`src/rtl/hazard_forward_unit_if.sv`:
```
// -----------------------------------------------------------------------------
// hazard_forward_unit_if
//
// Bundles the decode-side and pipeline-side signals of the hazard/forwarding
// unit into one interface.
//
// Handshake semantics: dec_valid qualifies every dec_* field in the same
// cycle. mem_ready is a global "advance" strobe: when 0 the whole pipeline
// is frozen and nothing moves. An instruction leaves decode on a rising edge
// where mem_ready=1 and stall=0. There is no other ready signal.
//
// Modports:
//   master : driven by the decoder / pipeline control (owns all inputs)
//   slave  : the hazard_forward_unit (owns the resolved operands and enables)
//
// Signals:
//   dec_valid, dec_rd, dec_rd_we, dec_is_load  decode-stage instruction fields
//   dec_rs, dec_rs_used                        source indices and slot usage
//   dec_operand                                register-file operands per slot
//   stage_result                               result bus of stages 1..FWD_DEPTH
//   mem_ready, flush                           freeze / squash controls
//   fwd_operand, fwd_sel                       resolved operands and their sources
//   stall, f_to_d_enable_ff, d_to_e_enable_ff, d_to_e_bubble  pipeline control
// -----------------------------------------------------------------------------
interface hazard_forward_unit_if #(
    parameter int XLEN       = 64,
    parameter int REG_ADDR_W = 5,
    parameter int NUM_SRC    = 2,
    parameter int FWD_DEPTH  = 3
);
    localparam int SEL_W = $clog2(FWD_DEPTH + 1);

    logic                          dec_valid;
    logic [REG_ADDR_W-1:0]         dec_rd;
    logic                          dec_rd_we;
    logic                          dec_is_load;
    logic [NUM_SRC*REG_ADDR_W-1:0] dec_rs;
    logic [NUM_SRC-1:0]            dec_rs_used;
    logic [NUM_SRC*XLEN-1:0]       dec_operand;
    logic [FWD_DEPTH*XLEN-1:0]     stage_result;
    logic                          mem_ready;
    logic                          flush;

    logic [NUM_SRC*XLEN-1:0]       fwd_operand;
    logic [NUM_SRC*SEL_W-1:0]      fwd_sel;
    logic                          stall;
    logic                          f_to_d_enable_ff;
    logic                          d_to_e_enable_ff;
    logic                          d_to_e_bubble;

    modport master (
        output dec_valid, dec_rd, dec_rd_we, dec_is_load, dec_rs, dec_rs_used,
               dec_operand, stage_result, mem_ready, flush,
        input  fwd_operand, fwd_sel, stall, f_to_d_enable_ff, d_to_e_enable_ff,
               d_to_e_bubble
    );

    modport slave (
        input  dec_valid, dec_rd, dec_rd_we, dec_is_load, dec_rs, dec_rs_used,
               dec_operand, stage_result, mem_ready, flush,
        output fwd_operand, fwd_sel, stall, f_to_d_enable_ff, d_to_e_enable_ff,
               d_to_e_bubble
    );
endinterface

```
`src/rtl/hazard_forward_unit.sv`:
```
// -----------------------------------------------------------------------------
// hazard_forward_unit
//
// Decode-stage hazard detection and operand forwarding. A shift-register
// tracker remembers the last FWD_DEPTH instructions that left decode
// (entry 1 = execute). Each source slot of the decoding instruction picks
// the youngest tracked producer of its register; a load that is still too
// young to have data produces a load-use stall and a bubble.
//
// Optional feature macro: HAZARD_PERF_CNT_EN
//   When defined, adds saturating 32-bit counters perf_stall_cycles and
//   perf_fwd_events, both cleared by rst.
//
// Ports:
//   clk   clock
//   rst   synchronous active-high reset; invalidates every tracker entry
//   bus   hazard_forward_unit_if.slave (decode fields, stage results,
//         mem_ready/flush in; resolved operands, fwd_sel, stall and
//         pipeline enables/bubble out)
//   perf_stall_cycles, perf_fwd_events   (HAZARD_PERF_CNT_EN only)
//
// All outputs are combinational from the tracker and current inputs.
// -----------------------------------------------------------------------------
module hazard_forward_unit #(
    parameter int XLEN             = 64,
    parameter int REG_ADDR_W       = 5,
    parameter int NUM_SRC          = 2,
    parameter int FWD_DEPTH        = 3,
    parameter int LOAD_READY_STAGE = 2
) (
    input  logic                 clk,
    input  logic                 rst,
    hazard_forward_unit_if.slave bus
`ifdef HAZARD_PERF_CNT_EN
    ,
    output logic [31:0]          perf_stall_cycles,
    output logic [31:0]          perf_fwd_events
`endif
);
    localparam int SEL_W = $clog2(FWD_DEPTH + 1);

    // Tracker entries, index 1 = execute stage.
    logic [FWD_DEPTH:1]    t_valid;
    logic [FWD_DEPTH:1]    t_we;
    logic [FWD_DEPTH:1]    t_load;
    logic [REG_ADDR_W-1:0] t_rd [1:FWD_DEPTH];

    logic [NUM_SRC-1:0]       load_hazard;
    logic [NUM_SRC*SEL_W-1:0] sel_c;
    logic [NUM_SRC*XLEN-1:0]  operand_c;
    logic                     stall_c;

    logic                  found;
    logic                  found_load;
    int                    found_k;
    logic [XLEN-1:0]       found_op;
    logic [REG_ADDR_W-1:0] rs;

    always_comb begin
        load_hazard = '0;
        sel_c       = '0;
        operand_c   = bus.dec_operand;
        found       = 1'b0;
        found_load  = 1'b0;
        found_k     = 0;
        found_op    = '0;
        rs          = '0;
        for (int s = 0; s < NUM_SRC; s++) begin
            rs         = bus.dec_rs[s*REG_ADDR_W +: REG_ADDR_W];
            found      = 1'b0;
            found_load = 1'b0;
            found_k    = 0;
            found_op   = '0;
            // Scan oldest to youngest so the youngest match is the one left.
            for (int k = FWD_DEPTH; k >= 1; k--) begin
                if (bus.dec_valid && bus.dec_rs_used[s] && t_valid[k] && t_we[k] &&
                    (t_rd[k] != '0) && (t_rd[k] == rs)) begin
                    found      = 1'b1;
                    found_load = t_load[k];
                    found_k    = k;
                    found_op   = bus.stage_result[(k-1)*XLEN +: XLEN];
                end
            end
            if (found) begin
                if (found_load && (found_k < LOAD_READY_STAGE)) begin
                    // Load data not yet available; the slot keeps its
                    // register-file defaults while the instruction waits.
                    load_hazard[s] = 1'b1;
                end else begin
                    sel_c[s*SEL_W +: SEL_W]    = SEL_W'(found_k);
                    operand_c[s*XLEN +: XLEN] = found_op;
                end
            end
        end
    end

    // A flushed instruction never needs its operands, so flush hides stalls.
    assign stall_c = (|load_hazard) & ~bus.flush;

    assign bus.fwd_operand      = operand_c;
    assign bus.fwd_sel          = sel_c;
    assign bus.stall            = stall_c;
    assign bus.f_to_d_enable_ff = bus.mem_ready & ~stall_c;
    assign bus.d_to_e_enable_ff = bus.mem_ready;
    assign bus.d_to_e_bubble    = stall_c | bus.flush;

    always_ff @(posedge clk) begin
        if (rst) begin
            t_valid <= '0;
            t_we    <= '0;
            t_load  <= '0;
            for (int k = 1; k <= FWD_DEPTH; k++) begin
                t_rd[k] <= '0;
            end
        end else if (bus.mem_ready) begin
            if (stall_c || bus.flush) begin
                t_valid[1] <= 1'b0;
                t_we[1]    <= 1'b0;
                t_load[1]  <= 1'b0;
                t_rd[1]    <= '0;
            end else begin
                t_valid[1] <= bus.dec_valid;
                t_we[1]    <= bus.dec_rd_we;
                t_load[1]  <= bus.dec_is_load;
                t_rd[1]    <= bus.dec_rd;
            end
            for (int k = 2; k <= FWD_DEPTH; k++) begin
                t_valid[k] <= t_valid[k-1];
                t_we[k]    <= t_we[k-1];
                t_load[k]  <= t_load[k-1];
                t_rd[k]    <= t_rd[k-1];
            end
        end
    end

`ifdef HAZARD_PERF_CNT_EN
    int          fwd_n;
    logic [32:0] fwd_sum;

    always_comb begin
        fwd_n = 0;
        for (int s = 0; s < NUM_SRC; s++) begin
            if (sel_c[s*SEL_W +: SEL_W] != '0) begin
                fwd_n = fwd_n + 1;
            end
        end
    end

    assign fwd_sum = {1'b0, perf_fwd_events} + 33'(fwd_n);

    always_ff @(posedge clk) begin
        if (rst) begin
            perf_stall_cycles <= '0;
            perf_fwd_events   <= '0;
        end else begin
            if (stall_c && bus.mem_ready && !(&perf_stall_cycles)) begin
                perf_stall_cycles <= perf_stall_cycles + 32'd1;
            end
            if (bus.mem_ready && !stall_c) begin
                perf_fwd_events <= fwd_sum[32] ? '1 : fwd_sum[31:0];
            end
        end
    end
`endif

endmodule

```
`src/flat_wrapper.sv`:
```
// flat-port wrapper written by rule: the top's interface ports become plain ports
module hazard_forward_unit_flat 
#(
    parameter int XLEN             = 64,
    parameter int REG_ADDR_W       = 5,
    parameter int NUM_SRC          = 2,
    parameter int FWD_DEPTH        = 3,
    parameter int LOAD_READY_STAGE = 2
)
  (clk, rst, bus_dec_valid, bus_dec_rd, bus_dec_rd_we, bus_dec_is_load, bus_dec_rs, bus_dec_rs_used, bus_dec_operand, bus_stage_result, bus_mem_ready, bus_flush, bus_fwd_operand, bus_fwd_sel, bus_stall, bus_f_to_d_enable_ff, bus_d_to_e_enable_ff, bus_d_to_e_bubble);
  hazard_forward_unit_if #(.XLEN(XLEN), .REG_ADDR_W(REG_ADDR_W), .NUM_SRC(NUM_SRC), .FWD_DEPTH(FWD_DEPTH)) bus_i ();
  input  logic clk;
  input  logic rst;
  input wire logic [$bits(bus_i.dec_valid)-1:0] bus_dec_valid;
  input wire logic [$bits(bus_i.dec_rd)-1:0] bus_dec_rd;
  input wire logic [$bits(bus_i.dec_rd_we)-1:0] bus_dec_rd_we;
  input wire logic [$bits(bus_i.dec_is_load)-1:0] bus_dec_is_load;
  input wire logic [$bits(bus_i.dec_rs)-1:0] bus_dec_rs;
  input wire logic [$bits(bus_i.dec_rs_used)-1:0] bus_dec_rs_used;
  input wire logic [$bits(bus_i.dec_operand)-1:0] bus_dec_operand;
  input wire logic [$bits(bus_i.stage_result)-1:0] bus_stage_result;
  input wire logic [$bits(bus_i.mem_ready)-1:0] bus_mem_ready;
  input wire logic [$bits(bus_i.flush)-1:0] bus_flush;
  output wire logic [$bits(bus_i.fwd_operand)-1:0] bus_fwd_operand;
  output wire logic [$bits(bus_i.fwd_sel)-1:0] bus_fwd_sel;
  output wire logic [$bits(bus_i.stall)-1:0] bus_stall;
  output wire logic [$bits(bus_i.f_to_d_enable_ff)-1:0] bus_f_to_d_enable_ff;
  output wire logic [$bits(bus_i.d_to_e_enable_ff)-1:0] bus_d_to_e_enable_ff;
  output wire logic [$bits(bus_i.d_to_e_bubble)-1:0] bus_d_to_e_bubble;
  assign bus_i.dec_valid = bus_dec_valid;
  assign bus_i.dec_rd = bus_dec_rd;
  assign bus_i.dec_rd_we = bus_dec_rd_we;
  assign bus_i.dec_is_load = bus_dec_is_load;
  assign bus_i.dec_rs = bus_dec_rs;
  assign bus_i.dec_rs_used = bus_dec_rs_used;
  assign bus_i.dec_operand = bus_dec_operand;
  assign bus_i.stage_result = bus_stage_result;
  assign bus_i.mem_ready = bus_mem_ready;
  assign bus_i.flush = bus_flush;
  assign bus_fwd_operand = bus_i.fwd_operand;
  assign bus_fwd_sel = bus_i.fwd_sel;
  assign bus_stall = bus_i.stall;
  assign bus_f_to_d_enable_ff = bus_i.f_to_d_enable_ff;
  assign bus_d_to_e_enable_ff = bus_i.d_to_e_enable_ff;
  assign bus_d_to_e_bubble = bus_i.d_to_e_bubble;
  hazard_forward_unit #(.XLEN(XLEN), .REG_ADDR_W(REG_ADDR_W), .NUM_SRC(NUM_SRC), .FWD_DEPTH(FWD_DEPTH), .LOAD_READY_STAGE(LOAD_READY_STAGE)) u_core (.clk(clk), .rst(rst), .bus(bus_i));
endmodule
```
`config.mk`:
```
export PLATFORM = sky130hd
export DESIGN_NAME = hazard_forward_unit_flat
export DESIGN_NICKNAME = d
export VERILOG_FILES = /design/src/rtl/hazard_forward_unit_if.sv /design/src/rtl/hazard_forward_unit.sv /design/src/flat_wrapper.sv
export SDC_FILE = /design/constraint.sdc
export NUM_CORES = 1
export LEC_CHECK = 0
export CORE_AREA = 4 4 182 184
export DETAILED_ROUTE_END_ITERATION = 8
export DIE_AREA = 0 0 186 188
export PLACE_DENSITY = 0.55
export SKIP_CTS_REPAIR_TIMING = 1
export SYNTH_ARGS = -nofsm -noshare
export SYNTH_HDL_FRONTEND = slang
export SYNTH_SLANG_ARGS = --single-unit
```
`constraint.sdc`:
```
create_clock -name clk -period 2.5 [get_ports clk]
set_input_delay 0.5 -clock clk [delete_from_list [all_inputs] [get_ports clk]]
set_output_delay 0.5 -clock clk [all_outputs]
set_load 0.02 [all_outputs]
```
==> results of run 1 <==
placed cells by master (no fill, tap or decap), types with 20 or more instances in the layout:
master           count
buf_6              126
clkdlybuf4s50_1    333
a221oi_1            39
nand2_1             41
a221oi_2            72
xor2_1              20
nand2_4             38
o31ai_4            106
buf_4              120
buf_12              41
nor2_1             125
nand2_2             47
how the worst min path moves through the flow:
stage                      start           endpoint  slack, ps  cells past startpoint
6_report          u_core.t_we[3]     u_core.t_we[3]        490                      2
5_1_grt           u_core.t_we[3]     u_core.t_we[3]        560                      2
4_1_cts           u_core.t_we[3]     u_core.t_we[3]        500                      2
3_5_place_dp      u_core.t_we[3]     u_core.t_we[3]        480                      2
3_3_place_gp   u_core.t_valid[3]  u_core.t_valid[3]        480                      2
2_1_floorplan  u_core.t_valid[3]  u_core.t_valid[3]        460                      2
critical path, stage by stage (launching register included):
cell and delay [ps]:
edfxtp_1 410, or4_4 580, o211ai_4 250, nor4_4 60, buf_4 160, nor2_4 210
buf_12 220, buf_8 160, a221oi_2 80, o31ai_4 250, buf_6 150
synthesized netlist by cell type, drive strengths merged, types with 10 or more instances:
library cell,instances,share of area [%]
a21oi,11,1.1
a221oi,125,23
and2,17,2.2
buf,41,5.0
clkbuf,43,3.3
edfxtp,15,9.3
nand2,127,9.9
nor2,129,10
o21ai,10,1.0
o31ai,117,18
xnor2,10,2.0
xor2,20,3.6
where the power goes:
part	total (W)	switching (W)	internal [W]
Combinational	0.00155	0.000640	0.000913
Sequential	0.000426	0.0000168	0.000409
Clock	0.000451	0.000133	0.000318
Total	0.00243	0.000790	0.00164
through the flow:
stage | TNS, ps | std cells | hold WS, ps | setup slack, ps | util, %
floorplan | -28810 | 723 | 460 | -253 | -
global placement | -183800 | 1654 | 478 | -1550 | 39.5
detailed placement | -184430 | 1654 | 481 | -1560 | 39.5
CTS | -183290 | 1658 | 496 | -1560 | 39.9
global route | -108120 | 1715 | 558 | -886 | 48.6
finish | -96890 | 1715 | 491 | -801 | 48.6
state kept, by name, indices dropped and copies added (netlist names):
name,flops
u_core.t_we,3
u_core.t_load,1
u_core.t_valid,3
u_core.t_rd,15
routing by layer:
layer  routed length, µm  up-vias  share of wire (%)
li1                    -     4038                  -
met1               16800     4325                 40
met2               21700      436                 51
met3                3110       61                7.3
met4                 838        2                2.0
met5                  13        -              0.031
cells by family after synthesis:
| kind of cell | count (synthesis) | share of synthesized area (%) |
|---|---|---|
| buffers and inverters | 85 | 8.43 |
| muxes | 4 | 0.827 |
| AOI/OAI and AO/OA | 281 | 46.5 |
| xor gates and xnor gates | 30 | 5.58 |
| DFF | 22 | 12.2 |
| and+or+nand+nor | 301 | 26.4 |
area by class of cell:
cell class	count	area (µm²)	share of cell area (%)
clock buffers	3	75.1	0.492
inverters	1	3.75	0.0246
repair buffers	670	7340	48.2
flip-flops and latches	22	591	3.87
clock inverters	1	30.0	0.197
well taps	402	503	3.30
multi-input cells	616	6710	44.0
==> metrics.json, run 1 <==
{
  "synthesis": {
    "count_of_mapped_cells_out_of_synthesis": 723,
    "synthesis.nets": 1067,
    "ys.warnings.count": 0,
    "synth.yosys.seq_area_share_pct": 12.2,
    "ys_async_sr_fraction_pct": 0,
    "postSynthRegisterBits": 22,
    "synth_enable_flop_cells": 15,
    "synthesis.area_um2": 4840,
    "synth_flop_cell": "edfxtp_1",
    "syn-mean-instance-area_um2": 6.69,
    "netlist-cell-type-count": 42
  },
  "cts": {
    "cts_root_buffer": "clkbuf_16",
    "cts_made_buffers": 3,
    "insertion_delay_to_the_later_sink_of_the_worst_skew_pair_ps": 260,
    "clk_transition_reported_paths_ps": 60,
    "clk_sink_count": 22,
    "htree_levels": 1,
    "clock_path_buffers": 2,
    "cts_tree": "done"
  },
  "routing": {
    "avgRoutedWirePerCell_um": 24.7,
    "detailedRoute.firstPassIterationCount": 5,
    "detail_route.wirelength_um": 42400,
    "vias_per_cell": 5.17,
    "num_vias": 8862,
    "initialDrtViolationCount": 495,
    "post-route-drc-count": 0,
    "ant_nets": 0
  },
  "pwr": {
    "power_density_nw_per_um2": 159,
    "leakage_power_nw": 5.80,
    "vdd.ir_drop.worst_v": 0.000229,
    "design_power_total_w": 0.00243
  },
  "setup_path": {
    "worst_r2r_path_cells": 8,
    "worstPathMaxFanout": 14,
    "timing.reg2reg.setup_slack_ps": 30,
    "r2r_end": "u_core.t_rd[0][6]",
    "cp-startpoint": "u_core.t_rd[0][12]",
    "crit_type": "register to output pin",
    "endpoint": "bus_fwd_operand[70]",
    "critical_path.startpoint_type": "register",
    "required_ps": 2000,
    "end_kind": "output pin",
    "cp_data_arrival_time_ps": 2800,
    "r2r-start": "u_core.t_rd[0][6]"
  },
  "cells_and_area": {
    "flow.area_growth_from_synthesis_pct": 215,
    "finalInstanceArea_um2": 15300,
    "drive_gt1_share_pct": 50.3,
    "final.fill_count": 2867,
    "antenna_cells": 0,
    "finalNetCount": 1658
  },
  "run_status": {
    "violations": "negative setup slack",
    "run_status": "finished, violations left"
  },
  "placed_design": {
    "io_buffer_count": 479,
    "gp_congestion": 0.873,
    "dpl_cell_area_um2": 12400,
    "dpl.hpwl_um": 30800
  },
  "grt": {
    "grt_pass1_vias": 8728,
    "most_used_routing_layer_in_global_routing": "met2",
    "grt_max_degree": 32,
    "number_of_antenna_violations_at_the_first_check_in_global_routing": 1,
    "use_met3_pct": 3.72,
    "global_route_wire_length_before_repair_um": 54400,
    "overflow": 0,
    "grt_use_met1_pct": 24.3,
    "grt_util_all_layers_pct": 19.7,
    "grt.met2_usage_pct": 36.0
  },
  "sta": {
    "setup_viol_count_final": 135,
    "worst_slew_pin_slew_ps": 499,
    "finalWorstSetupSlack_ps": -801,
    "timing_max_transition_violations_final": 0,
    "final_hold_violating_endpoints": 0,
    "layout_worst_path_cycle_share_pct": 132,
    "time_the_final_worst_path_needs_with_i_o_delays_and_setup_ps": 3300,
    "grt_setup_unrepaired": "true",
    "maxSlewHeadroom_pct": 66.7,
    "worst_clock_skew_ps": 6.50,
    "achievable-frequency_mhz": 303
  },
  "floorplanning": {
    "die_w_um": 186,
    "placeableCoreArea_um2": 31400,
    "die_area_um2": 35000,
    "top_level_ports": 480,
    "placementRows": 65,
    "dieHeight_um": 188,
    "floorplan.initialDensity_pct": 15.4
  },
  "worst_hold_path": {
    "hp-class": "register to register"
  },
  "job": {
    "drv_cap": 0
  }
}
Note: power is estimated with default switching activity, not from simulation.
==> run 2: changes to the inputs <==
ABC_AREA = 1   (was not set)
CORE_AREA = 4 4 186 188   (was 4 4 182 184)
DIE_AREA = 0 0 190 192   (was 0 0 186 188)
PLACE_DENSITY = 0.62   (was 0.55)
==> run 2 against run 1 <==
Net effect: the run still ends with negative setup slack left; register-to-register slack gained 540 ps; critical path depth grew 2; routed wire length grew 21%.
==> metrics.json, run 2 <==
{
  "cells_and_area": {
    "top_regs": "u_core.t_rd x15, u_core.t_valid x3, u_core.t_we x3",
    "most-common-layout-cells": "nand2_1, clkdlybuf4s50_1, nand3_1",
    "mostFrequentLayoutCell": "nand2_1",
    "regArea_um2": 591,
    "antenna_cells": 0,
    "flip_flop_count_of_the_largest_register_all_copies_and_words_added": 15,
    "flow.area_growth_from_synthesis_pct": 109,
    "finalNetCount": 2444,
    "max_flop_register": "u_core.t_rd",
    "final.fill_count": 3393,
    "multiInputGateArea_um2": 6140,
    "drive_gt1_share_pct": 24.9
  },
  "synthesis": {
    "postSynthRegisterBits": 22,
    "synth.largest_area_cell": "nand2_1",
    "synth.most_common_cell": "nand2_1",
    "synthTopCellsByCount": "nand2_1, nand3_1, inv_1",
    "syn-mean-instance-area_um2": 4.73,
    "yosys-top-cells-area": "nand2_1, nand3_1, inv_1",
    "synthesis.nets": 1896,
    "netlist-cell-type-count": 27,
    "synth_enable_flop_cells": 15,
    "synth_flop_cell": "edfxtp_1",
    "ys.warnings.count": 0,
    "synth.yosys.seq_area_share_pct": 8.05,
    "ys_async_sr_fraction_pct": 0,
    "synthDominantCellAreaShare_pct": 36.2,
    "count_of_mapped_cells_out_of_synthesis": 1552,
    "synthesis.area_um2": 7330
  },
  "grt": {
    "global_route_wire_length_before_repair_um": 62600,
    "overflow": 0,
    "grt_pass1_vias": 11400,
    "number_of_antenna_violations_at_the_first_check_in_global_routing": 3,
    "grt_max_degree": 45,
    "grt_util_all_layers_pct": 21.1
  },
  "setup_path": {
    "timing.reg2reg.setup_slack_ps": 570,
    "crit_type": "register to output pin",
    "cp_data_arrival_time_ps": 2300,
    "required_ps": 2000,
    "worstPathMaxFanout": 7,
    "worst_r2r_path_cells": 12,
    "critical_path.startpoint_type": "register",
    "end_kind": "output pin",
    "r2r-start": "u_core.t_rd[0][6]",
    "r2r_end": "u_core.t_rd[0][8]"
  },
  "routing": {
    "avgRoutedWirePerCell_um": 20.1,
    "vias_per_cell": 4.84,
    "initialDrtViolationCount": 950,
    "num_vias": 12300,
    "detail_route.wirelength_um": 51300,
    "detailedRoute.firstPassIterationCount": 7,
    "ant_nets": 0,
    "post-route-drc-count": 0
  },
  "job": {
    "drv_cap": 0
  },
  "cts": {
    "clk_sink_count": 22,
    "clk_transition_reported_paths_ps": 60,
    "insertion_delay_to_the_later_sink_of_the_worst_skew_pair_ps": 260,
    "clock_path_buffers": 2,
    "cts_made_buffers": 3,
    "cts_root_buffer": "clkbuf_16",
    "cts_tree": "done",
    "htree_levels": 1
  },
  "floorplanning": {
    "placeableCoreArea_um2": 33100,
    "dieHeight_um": 192,
    "top_level_ports": 480,
    "die_w_um": 190,
    "die_area_um2": 36500,
    "floorplan.initialDensity_pct": 22.1,
    "placementRows": 67
  },
  "worst_hold_path": {
    "worstHoldPathCells": 2,
    "min_from": "u_core.t_we[3]",
    "worst_hold_path.endpoint": "u_core.t_we[3]",
    "hp-class": "register to register"
  },
  "placed_design": {
    "io_buffer_count": 479,
    "dp_slack_ps": -1040,
    "gp_congestion": 0.946,
    "dpl.hpwl_um": 32800
  },
  "sta": {
    "achievable-frequency_mhz": 357,
    "layout_worst_path_cycle_share_pct": 112,
    "grt_setup_unrepaired": "true",
    "worst_clock_skew_ps": 1.51,
    "finalWorstSetupSlack_ps": -302,
    "time_the_final_worst_path_needs_with_i_o_delays_and_setup_ps": 2800,
    "timing_max_transition_violations_final": 0,
    "worst_slew_pin_slew_ps": 429,
    "setup_viol_count_final": 130,
    "maxSlewHeadroom_pct": 71.3,
    "final_hold_violating_endpoints": 0
  },
  "pwr": {
    "netSwitchingFraction_pct": 33.4,
    "clkPwrFrac_pct": 18.4,
    "power_density_nw_per_um2": 146,
    "leakage_power_nw": 7.78,
    "share_comb_of_total_power_pct": 62.7,
    "pwr-share-seq_pct": 18.9,
    "vdd.ir_drop.worst_v": 0.000242,
    "net_switching_power_of_the_design_w": 0.000750,
    "design_power_total_w": 0.00224,
    "intPower_w": 0.00149
  },
  "run_status": {
    "violations": "negative setup slack",
    "run_status": "finished, violations left"
  }
}
## run 2: critical path, stage by stage, from the launching register on
cell and delay, ps:
edfxtp_1 380, buf_4 160, xnor2_1 180, nand2_1 120, nor2_4 150, nand2_4 130, nor2_8 140, inv_4 50
nand2_8 160, buf_4 200, nand3_2 120, nand2_1 80, clkbuf_2 160
## run 2: layout make-up
class,instances,share of cell area (%)
Tap cell,448,3.65
Timing Repair Buffer,657,46.2
Clock buffer,4,0.652
Sequential cell,22,3.85
Inverter,218,5.69
Multi-Input combinational cell,1198,40.0
## run 2: layer usage
layer / routed length, µm / up-vias / GRT usage, %
li1: - / 5882 / -
met1: 20400 / 5631 / 26.4
met2: 24300 / 685 / 38.3
met3: 4800 / 127 / 3.44
met4: 1780 / 6 / 3.76
met5: 34 / - / 0
## run 2: cells by family (layout without fill, tap and decap cells)
group / after synthesis / after routing / share of synthesized area (%)
simple gates: 1163 / 1163 / 68.7
compound gates: 14 / 14 / 0.956
buf+inv: 332 / 879 / 19.8
xor+xnor: 21 / 21 / 2.51
flops: 22 / 22 / 8.05
## run 2: per-stage QoR
step | TNS, ps | utilization, % | cells | hold WS [ps] | area (µm²)
final | -33200 | 46.4 | 2547 | 465 | 15400
after global routing | -44880 | 46.4 | 2547 | 489 | 15400
after CTS | -128640 | 40.4 | 2482 | 465 | 13400
after detailed placement | -127290 | 40.1 | 2478 | 449 | 13300
after global placement | -124090 | 40.1 | 2478 | 442 | 13300
after floorplan | 0 | - | 1552 | 428 | 7330
## run 2: power by group through the flow
stage          Clock [W]  Sequential [W]  Combinational (W)
6_report        0.000413        0.000423            0.00141
5_1_grt         0.000436        0.000426            0.00149
4_1_cts         0.000419        0.000422            0.00137
3_5_place_dp           0        0.000430            0.00137
3_3_place_gp           0        0.000429            0.00136
2_1_floorplan          0        0.000430           0.000408
## run 2: worst max-delay path by stage
stage                  startpoint  cells past startpoint              endpoint
2_1_floorplan       bus_dec_rs[6]                     12  bus_fwd_operand[119]
3_3_place_gp        bus_dec_rs[3]                     12   bus_fwd_operand[63]
3_5_place_dp        bus_dec_rs[3]                     12   bus_fwd_operand[63]
4_1_cts             bus_dec_rs[3]                     12   bus_fwd_operand[63]
5_1_grt        u_core.t_rd[0][11]                     14  bus_fwd_operand[105]
6_report        u_core.t_rd[0][9]                     12  bus_fwd_operand[118]
==> run 3: changes to the inputs <==
ABC_AREA = 0   (was 1)
CORE_AREA = 4 4 182 184   (was 4 4 186 188)
DIE_AREA = 0 0 186 188   (was 0 0 190 192)
PLACE_DENSITY = 0.55   (was 0.62)
==> results of run 3 <==
No change in the layout: final DEF, timing and power equal those of run 1.
